$ cat config.mk
export PLATFORM = sky130hd
export DESIGN_NAME = control_panel
export DESIGN_NICKNAME = d
export VERILOG_FILES = /design/src/rtl/control_panel.sv
export SDC_FILE = /design/constraint.sdc
export NUM_CORES = 1
export LEC_CHECK = 0
export CAP_MARGIN = 20
export CORE_MARGIN = 4
export CORE_UTILIZATION = 28
export DETAILED_ROUTE_END_ITERATION = 8
export SLEW_MARGIN = 15
export SYNTH_ARGS = -nofsm -noshare
export SYNTH_HDL_FRONTEND = slang
export SYNTH_SLANG_ARGS = --single-unit
$ cat constraint.sdc
create_clock -name clk_48 -period 5.5 [get_ports clk_48]
set_input_delay 1.1 -clock clk_48 [delete_from_list [all_inputs] [get_ports clk_48]]
set_output_delay 1.1 -clock clk_48 [all_outputs]
set_load 0.01 [all_outputs]
$ cat src/rtl/control_panel.sv
// rtl/control_panel.sv - front-panel button conditioning, edit-mode FSM and select registers
module control_panel #(
    parameter int         DEBOUNCE_CYCLES = 480,
    parameter int         HOLD_CYCLES     = 24000,
    parameter int         REPEAT_CYCLES   = 9600,
    parameter logic [2:0] FREQ_INIT       = 3'd4,
    parameter logic [2:0] LP_INIT         = 3'd1,
    parameter logic [2:0] HP_INIT         = 3'd3
) (
    input  logic       clk_48,
    input  logic       reset_n,
    input  logic       btn_mode,
    input  logic       btn_up,
    input  logic       btn_down,
    output logic [2:0] freq_select,
    output logic [2:0] lowpass_select,
    output logic [2:0] highpass_select,
    output logic [1:0] edit_mode,
    output logic [2:0] edit_value,
    output logic       change_pulse
);

    localparam int DB_W   = (DEBOUNCE_CYCLES > 2) ? $clog2(DEBOUNCE_CYCLES) : 1;
    localparam int HR_MAX = (HOLD_CYCLES > REPEAT_CYCLES) ? HOLD_CYCLES : REPEAT_CYCLES;
    localparam int HR_W   = $clog2(HR_MAX + 1);

    typedef enum logic [1:0] {
        ST_FREQ = 2'd0,
        ST_LP   = 2'd1,
        ST_HP   = 2'd2
    } state_t;

    // Button index: 0 = mode, 1 = up, 2 = down.
    logic [2:0]      sync1_q, sync2_q;
    logic [2:0]      deb_q, deb_d, deb_prev_q;
    logic [DB_W-1:0] db_cnt_q [3];
    logic [DB_W-1:0] db_cnt_d [3];

    state_t          state_q, state_d;
    logic [2:0]      freq_q, freq_d;
    logic [2:0]      lp_q, lp_d;
    logic [2:0]      hp_q, hp_d;
    logic            change_q, change_d;

    logic [HR_W-1:0] hold_q, hold_d;
    logic            run_q, run_d;
    logic            rep_q, rep_d;
    logic            conflict_q, conflict_d;

    logic [2:0]      press;
    logic            mode_ev, up_ev, dn_ev;
    logic            up_lvl, dn_lvl;
    logic            step_ok, rpt_fire;
    logic            step_up, step_dn;
    logic [2:0]      nxt_val;

    always_comb begin
        for (int i = 0; i < 3; i++) begin
            deb_d[i]    = deb_q[i];
            db_cnt_d[i] = '0;
            if (sync2_q[i] != deb_q[i]) begin
                if (db_cnt_q[i] == DB_W'(DEBOUNCE_CYCLES - 1)) begin
                    deb_d[i] = ~deb_q[i];
                end else begin
                    db_cnt_d[i] = db_cnt_q[i] + 1'b1;
                end
            end
        end
    end

    assign press   = deb_q & ~deb_prev_q;
    assign mode_ev = press[0];
    assign up_ev   = press[1];
    assign dn_ev   = press[2];
    assign up_lvl  = deb_q[1];
    assign dn_lvl  = deb_q[2];

    // Steps only while exactly one direction is held, no unresolved conflict, and no mode event this cycle.
    assign step_ok = (up_lvl ^ dn_lvl) & ~conflict_q & ~mode_ev;

    always_comb begin
        conflict_d = conflict_q;
        if (up_lvl && dn_lvl) begin
            conflict_d = 1'b1;
        end else if (!up_lvl && !dn_lvl) begin
            conflict_d = 1'b0;
        end

        hold_d   = hold_q;
        run_d    = run_q;
        rep_d    = rep_q;
        rpt_fire = 1'b0;
        if (!step_ok) begin
            hold_d = '0;
            run_d  = 1'b0;
            rep_d  = 1'b0;
        end else if (up_ev || dn_ev) begin
            hold_d = HR_W'(1);
            run_d  = 1'b1;
            rep_d  = 1'b0;
        end else if (run_q) begin
            if ((!rep_q && hold_q == HR_W'(HOLD_CYCLES)) ||
                ( rep_q && hold_q == HR_W'(REPEAT_CYCLES))) begin
                rpt_fire = 1'b1;
                rep_d    = 1'b1;
                hold_d   = HR_W'(1);
            end else begin
                hold_d = hold_q + 1'b1;
            end
        end
    end

    assign step_up = step_ok & up_lvl & (up_ev | rpt_fire);
    assign step_dn = step_ok & dn_lvl & (dn_ev | rpt_fire);

    always_comb begin
        case (state_q)
            ST_LP:   edit_value = lp_q;
            ST_HP:   edit_value = hp_q;
            default: edit_value = freq_q;
        endcase
    end

    always_comb begin
        nxt_val = edit_value;
        if (step_up && edit_value != 3'd7) begin
            nxt_val = edit_value + 3'd1;
        end else if (step_dn && edit_value != 3'd0) begin
            nxt_val = edit_value - 3'd1;
        end

        change_d = (nxt_val != edit_value);
        freq_d   = freq_q;
        lp_d     = lp_q;
        hp_d     = hp_q;
        case (state_q)
            ST_LP:   lp_d   = nxt_val;
            ST_HP:   hp_d   = nxt_val;
            default: freq_d = nxt_val;
        endcase

        state_d = state_q;
        if (mode_ev) begin
            case (state_q)
                ST_FREQ: state_d = ST_LP;
                ST_LP:   state_d = ST_HP;
                default: state_d = ST_FREQ;
            endcase
        end
    end

    always_ff @(posedge clk_48) begin
        if (!reset_n) begin
            sync1_q    <= '0;
            sync2_q    <= '0;
            deb_q      <= '0;
            deb_prev_q <= '0;
            for (int i = 0; i < 3; i++) begin
                db_cnt_q[i] <= '0;
            end
            state_q    <= ST_FREQ;
            freq_q     <= FREQ_INIT;
            lp_q       <= LP_INIT;
            hp_q       <= HP_INIT;
            change_q   <= 1'b0;
            hold_q     <= '0;
            run_q      <= 1'b0;
            rep_q      <= 1'b0;
            conflict_q <= 1'b0;
        end else begin
            sync1_q    <= {btn_down, btn_up, btn_mode};
            sync2_q    <= sync1_q;
            deb_q      <= deb_d;
            deb_prev_q <= deb_q;
            for (int i = 0; i < 3; i++) begin
                db_cnt_q[i] <= db_cnt_d[i];
            end
            state_q    <= state_d;
            freq_q     <= freq_d;
            lp_q       <= lp_d;
            hp_q       <= hp_d;
            change_q   <= change_d;
            hold_q     <= hold_d;
            run_q      <= run_d;
            rep_q      <= rep_d;
            conflict_q <= conflict_d;
        end
    end

    assign freq_select     = freq_q;
    assign lowpass_select  = lp_q;
    assign highpass_select = hp_q;
    assign edit_mode       = state_q;
    assign change_pulse    = change_q;

endmodule

* Yosys cells after proc, flatten, opt, wreduce, memory -nomap -nowiden
Memories as Yosys holds them, arrays and structs flattened. Cells that the tools add are included.
Storage, ports and cells: flip-flop bits (word level) 42, memory bits (writable) 27, input bits 5, word-level logic and storage cells 102, memories 1
Cells by class: $add $sub $neg 6, equal/unequal tests 12, multiplexer cells 24, bitwise operators 21, reductions and logical operators 22
Memory list:
- db_cnt_q | depth 3, bits a word 9, rd ports 3, clocked after Yosys merged registers in 0, wr ports 3, RTL line 36 | logic [DB_W-1:0] db_cnt_q [3];
Operators with widths (number):
- $mux W9 | 9
- $add A9 B1 Y9 const B | 3
- $eq A9 B9 Y1 const B | 3
- $add A15 B1 Y15 const B | 1
- $eq A15 B14 Y1 const B | 1
- $eq A15 B15 Y1 const B | 1
- $mux W15 | 1
- $mux W1 | 10
- $reduce_and A2 Y1 | 5
- $not A1 Y1 | 7
- $and A1 B1 Y1 | 6
- $logic_and A1 B1 Y1 | 6
- $mux W3 | 2
- $pmux W3 S2 | 1
- $or A1 B1 Y1 | 5
- $pmux W2 S2 | 1
- $reduce_bool A2 Y1 | 2
- $add A3 B1 Y3 const B | 1
- $and A3 B3 Y3 | 1
- $logic_not A1 Y1 | 3
- $ne A1 B1 Y1 | 3
- $ne A3 B3 Y1 | 1
- $ne A3 B3 Y1 const B | 1
- $not A3 Y3 | 1
- 9 further kinds | 10

* Depth between registers and ports, before layout
word-level depth 13, depth in mapped cells 15, depth with buffers taken out 14

* Worst setup path before layout
OpenSTA, ideal clock, no wires.
kind register to register, start point register state_q[0], in the netlist edit_mode[0], end point register freq_q[1], in the netlist freq_select[1], library setup time 77 ps, data arrival time 2962 ps, required time 5423 ps, setup slack 2461 ps, stages on the path, launching flop included 14, path buffers 1, clock period less this slack 3039 ps, cells stage by stage dfxtp_1 inv_1 ha_1 clkbuf_4 nor2_1 a21oi_1 inv_1 ha_1 ha_1 and3b_1 o2111a_2 or2_2 or4b_1 a41oi_2
On the way: word-level cells in the longest chain between the ends 6, elaborated cells on any way between the ends 12, classes of those cells add/sub (2); eq/ne (3); mux (3); reduce/logical (4)
Ends and longest elaborated chain:
- from (decl) | RTL line 39 | state_t state_q, state_d;
- from (signal assigned) | RTL line 178 | state_q <= state_d;
- $eq A2 B2 Y1 / $eq A2 B1 Y1 (equally long branches) | RTL line 117 | case (state_q)
- $pmux W3 S2 * | RTL line 117
- named net edit_value[0] | RTL line 19 | output logic [2:0] edit_value,
- branches (longest 3 deep; another with $sub A3 B1 Y3)
- $mux W3 * | RTL line 126 | if (step_up && edit_value != 3'd7) begin
- to (signal assigned) | RTL line 179 | freq_q <= freq_d;
- to (decl) | RTL line 40 | logic [2:0] freq_q, freq_d;
Mark *: on every way through the listed nets, which the timed path passes. A chain may end at the register's enable or synchronous reset.

* Worst setup path after layout
start point register state_q[0], in the netlist edit_mode[0], end point output port edit_value[0]
On the way: word-level cells in the longest chain between the ends 2, elaborated cells on any way between the ends 3, classes of those cells eq/ne (2); mux (1)
Ends and longest elaborated chain (RTL line):
- $eq A2 B2 Y1 / $eq A2 B1 Y1 (equally long branches) | 117
- $pmux W3 S2 * | 117
- to (decl) | 19
Every way passes the cells marked *; elsewhere a longest branch is shown, timed or not.

==> flow_summary.json <==
{
  "worstPathRequired_ps": 4400,
  "routed-wl-met2_um": 2544,
  "vias": 2327,
  "async_flop_share_pct": 0,
  "netlist.area_leader.share_pct": 43.64,
  "ys_ff_latch": 69,
  "rows": 38,
  "start_util_pct": 28.95,
  "synthCells": 349,
  "synthToLayoutAreaGrowth_pct": 20.24,
  "hold_ws_ps": 433.1,
  "cts_max_level": 3,
  "finalSetupTns_ps": 0,
  "drt-met1-wl_um": 3090,
  "die_w_um": 114.3,
  "synth-xor-area-share_pct": 10.24,
  "io_buffers": 19,
  "p_leak_nw": 1.319,
  "crit_buf_inv": 2,
  "cp_max_fo": 12,
  "endpoint_kind": "primary output",
  "via_per_inst": 4.527,
  "grt-ovfl-total": 0,
  "cts.clk_slew.worst_paths_ps": 60,
  "final_antenna_net_count": 0,
  "slew-limit-headroom_pct": 38.88,
  "hold_viol_final": 0,
  "cts_setup_buffers": 0,
  "synth_area_leaders": "dfxtp_1, nor2_1, xor2_1, ha_1, xnor2_1",
  "grt_pass1_wl_um": 10440,
  "tightest_slew_ps": 914.0,
  "cts_tree": "built",
  "ys_types": 48,
  "clk-insertion-delay-late_ps": 320,
  "r2r_setup_slack_ps": 2260,
  "top_layer_used": "met4",
  "wl_per_cell_um": 11.45,
  "worstSetupPathType": "flop to primary output",
  "drt_iter0_markers": 66,
  "cts_buffer_depth": 2,
  "synth_fp_nets": 368,
  "hold_path_class": "flop to flop",
  "num_antenna_cells": 0,
  "met3_length_um": 183,
  "cp_slowest_cell": "clkdlybuf4s50_1",
  "cp_top_family": "buffers and inverters",
  "setup_viol": 0,
  "grt_pass1_vias": 2293,
  "dr.pass1.iters": 4,
  "power_density_mw_per_mm2": 297.2,
  "grt_use_total_pct": 9.749,
  "post-place-ws_ps": 2271,
  "finalCritPeriodShare_pct": 63.19,
  "fmax_ghz": 0.2878,
  "worst_slack_ps": 2025,
  "crit_path_max_incr_delay_ps": 640,
  "drt_wl_total_um": 5884,
  "num_io_pins": 20,
  "cts_buffers": 9,
  "grt_max_degree": 28,
  "dp_hpwl_um": 4210,
  "finClkSkew_ps": 6.491,
  "synthSimpleGateAreaFrac_pct": 26.92,
  "drc_errors": 0,
  "finish.net_count": 388,
  "clkSinkCount": 69,
  "synth_mux_area_share_pct": 2.213,
  "synth_compound_area_share_pct": 8.024,
  "ys_seq_area_share_pct": 43.64,
  "dieHeight_um": 114.3,
  "syn_area_mm2": 0.003166,
  "arrival_ps": 2380,
  "yosysTopAreaCell": "dfxtp_1",
  "core-area_mm2": 0.01094,
  "cp-start-kind": "flop",
  "drv_slew": 0,
  "finalCriticalPeriod_ps": 3475,
  "power_w": 0.001131,
  "synth_edf_count": 0,
  "fill_cells": 1117,
  "crit_chain": "inv_1 -> ha_1 -> nor2_1 -> a21oi_1 -> clkdlybuf4s50_1",
  "ctsHoldBuffers": 0,
  "rsz0062_at_grt": "false",
  "synth_adder_area_share_pct": 5.534,
  "cts.repair.resized": 0,
  "syn_area_per_cell_um2": 9.070,
  "synth_top_family_by_area": "simple AND/OR/NAND/NOR gates",
  "cts-root-buf": "clkbuf_16",
  "layout-drive-gt1-share_pct": 8.556,
  "status": "completed",
  "grt_antenna_before_repair": 0,
  "ir_drop_mv": 0.1498,
  "gp_congestion": 0.7993,
  "yosys_warnings": 0,
  "maxCapViolations": 0,
  "yosys_most_used_dff": "dfxtp_1",
  "die-area_mm2": 0.01307
}
worst reg2reg max path, stage by stage (launching register included):
cell      delay, ps
dfxtp_1         390
inv_1           100
ha_1            500
nor2_1           70
a21oi_1         360
inv_1           130
ha_1            210
ha_1            200
and3b_1         230
o2111a_2        210
nor3_1           50
a211oi_1        480
o311ai_2        150
synth_stat cells (2+ instances only):
library cell / number
o221ai_1: 2
dfxtp_1: 69
nand2b_1: 4
nand3b_1: 4
nor3_1: 2
nand4_1: 5
ha_1: 14
nand2_1: 23
and2_1: 11
mux2i_1: 7
o31ai_1: 2
a21oi_1: 9
inv_1: 16
xnor2_1: 14
nand3_1: 19
a211oi_1: 4
o21ai_0: 4
nor2b_1: 3
or2_2: 4
clkbuf_1: 8
nand4b_1: 2
nor3b_1: 4
xor2_1: 23
or3b_2: 2
and4_1: 3
a22oi_1: 3
and3_1: 6
nor2_1: 62
sequential cells by signal, summed over array words and instances, names as in the netlist, 2 cells and up:
signal,flops
sync1_q,3
db_cnt_q,27
lowpass_select,3
highpass_select,3
edit_mode,2
deb_prev_q,3
hold_q,15
sync2_q,3
deb_q,3
freq_select,3
cells in the final DEF (no fill, tap or decap), types with 9 or more instances in the layout:
master            n
dfxtp_1          69
nor2_1           62
nand2_1          23
xor2_1           23
nand3_1          19
clkdlybuf4s50_1  19
inv_1            16
xnor2_1          14
ha_1             14
and2_1           11
a21oi_1           9
clkbuf_16         9
through the flow:
| step | instances | util (%) | instance area, um2 |
|---|---|---|---|
| floorplan | 349 | - | 3166 |
| global placement | 498 | 31.84 | 3482 |
| detailed placement | 498 | 31.84 | 3482 |
| CTS | 514 | 34.81 | 3806 |
| global route | 514 | 34.81 | 3806 |
| finish | 514 | 34.81 | 3806 |
worst paths after layout:
kind	from	to	cells after the start
max	edit_mode[0]	edit_value[0]	5
min	sync1_q[1]	sync2_q[1]	1
max reg2reg	edit_mode[0]	freq_select[2]	12
min reg2reg	sync1_q[1]	sync2_q[1]	1
metal layers:
metal / vias up / global-route usage, %
li1: 1223 / -
met1: 1074 / 13.40
met2: 26 / 14.17
met3: 4 / 3.171
met4: 0 / 3.721
met5: - / 0
report_power, final:
group,switching [W],internal [W],total (W)
combinational,0.00000676,0.00000477,0.0000115
clock,0.000217,0.000399,0.000616
sequential,0.00000134,0.000503,0.000504
total,0.000225,0.000906,0.00113
cell type report:
cell class | count | area [um2] | share of cell area (%)
clock buffer | 9 | 225.2 | 5.917
sequential | 69 | 1381 | 36.29
inverter | 16 | 60.06 | 1.578
multi-input combinational | 254 | 1675 | 44.02
clock inverter | 7 | 98.84 | 2.597
timing repair buffer | 19 | 190.2 | 4.997
tap | 140 | 175.2 | 4.602
logic make-up after synthesis:
| family | Yosys count |
|---|---|
| adders and majority gates | 14 |
| xor gates and xnor gates | 37 |
| buffers and inverters | 26 |
| DFF | 69 |
| muxes | 7 |
| and+or+nand+nor | 163 |
| AOI/OAI and AO/OA | 33 |
(Power assumes the default switching activity.)
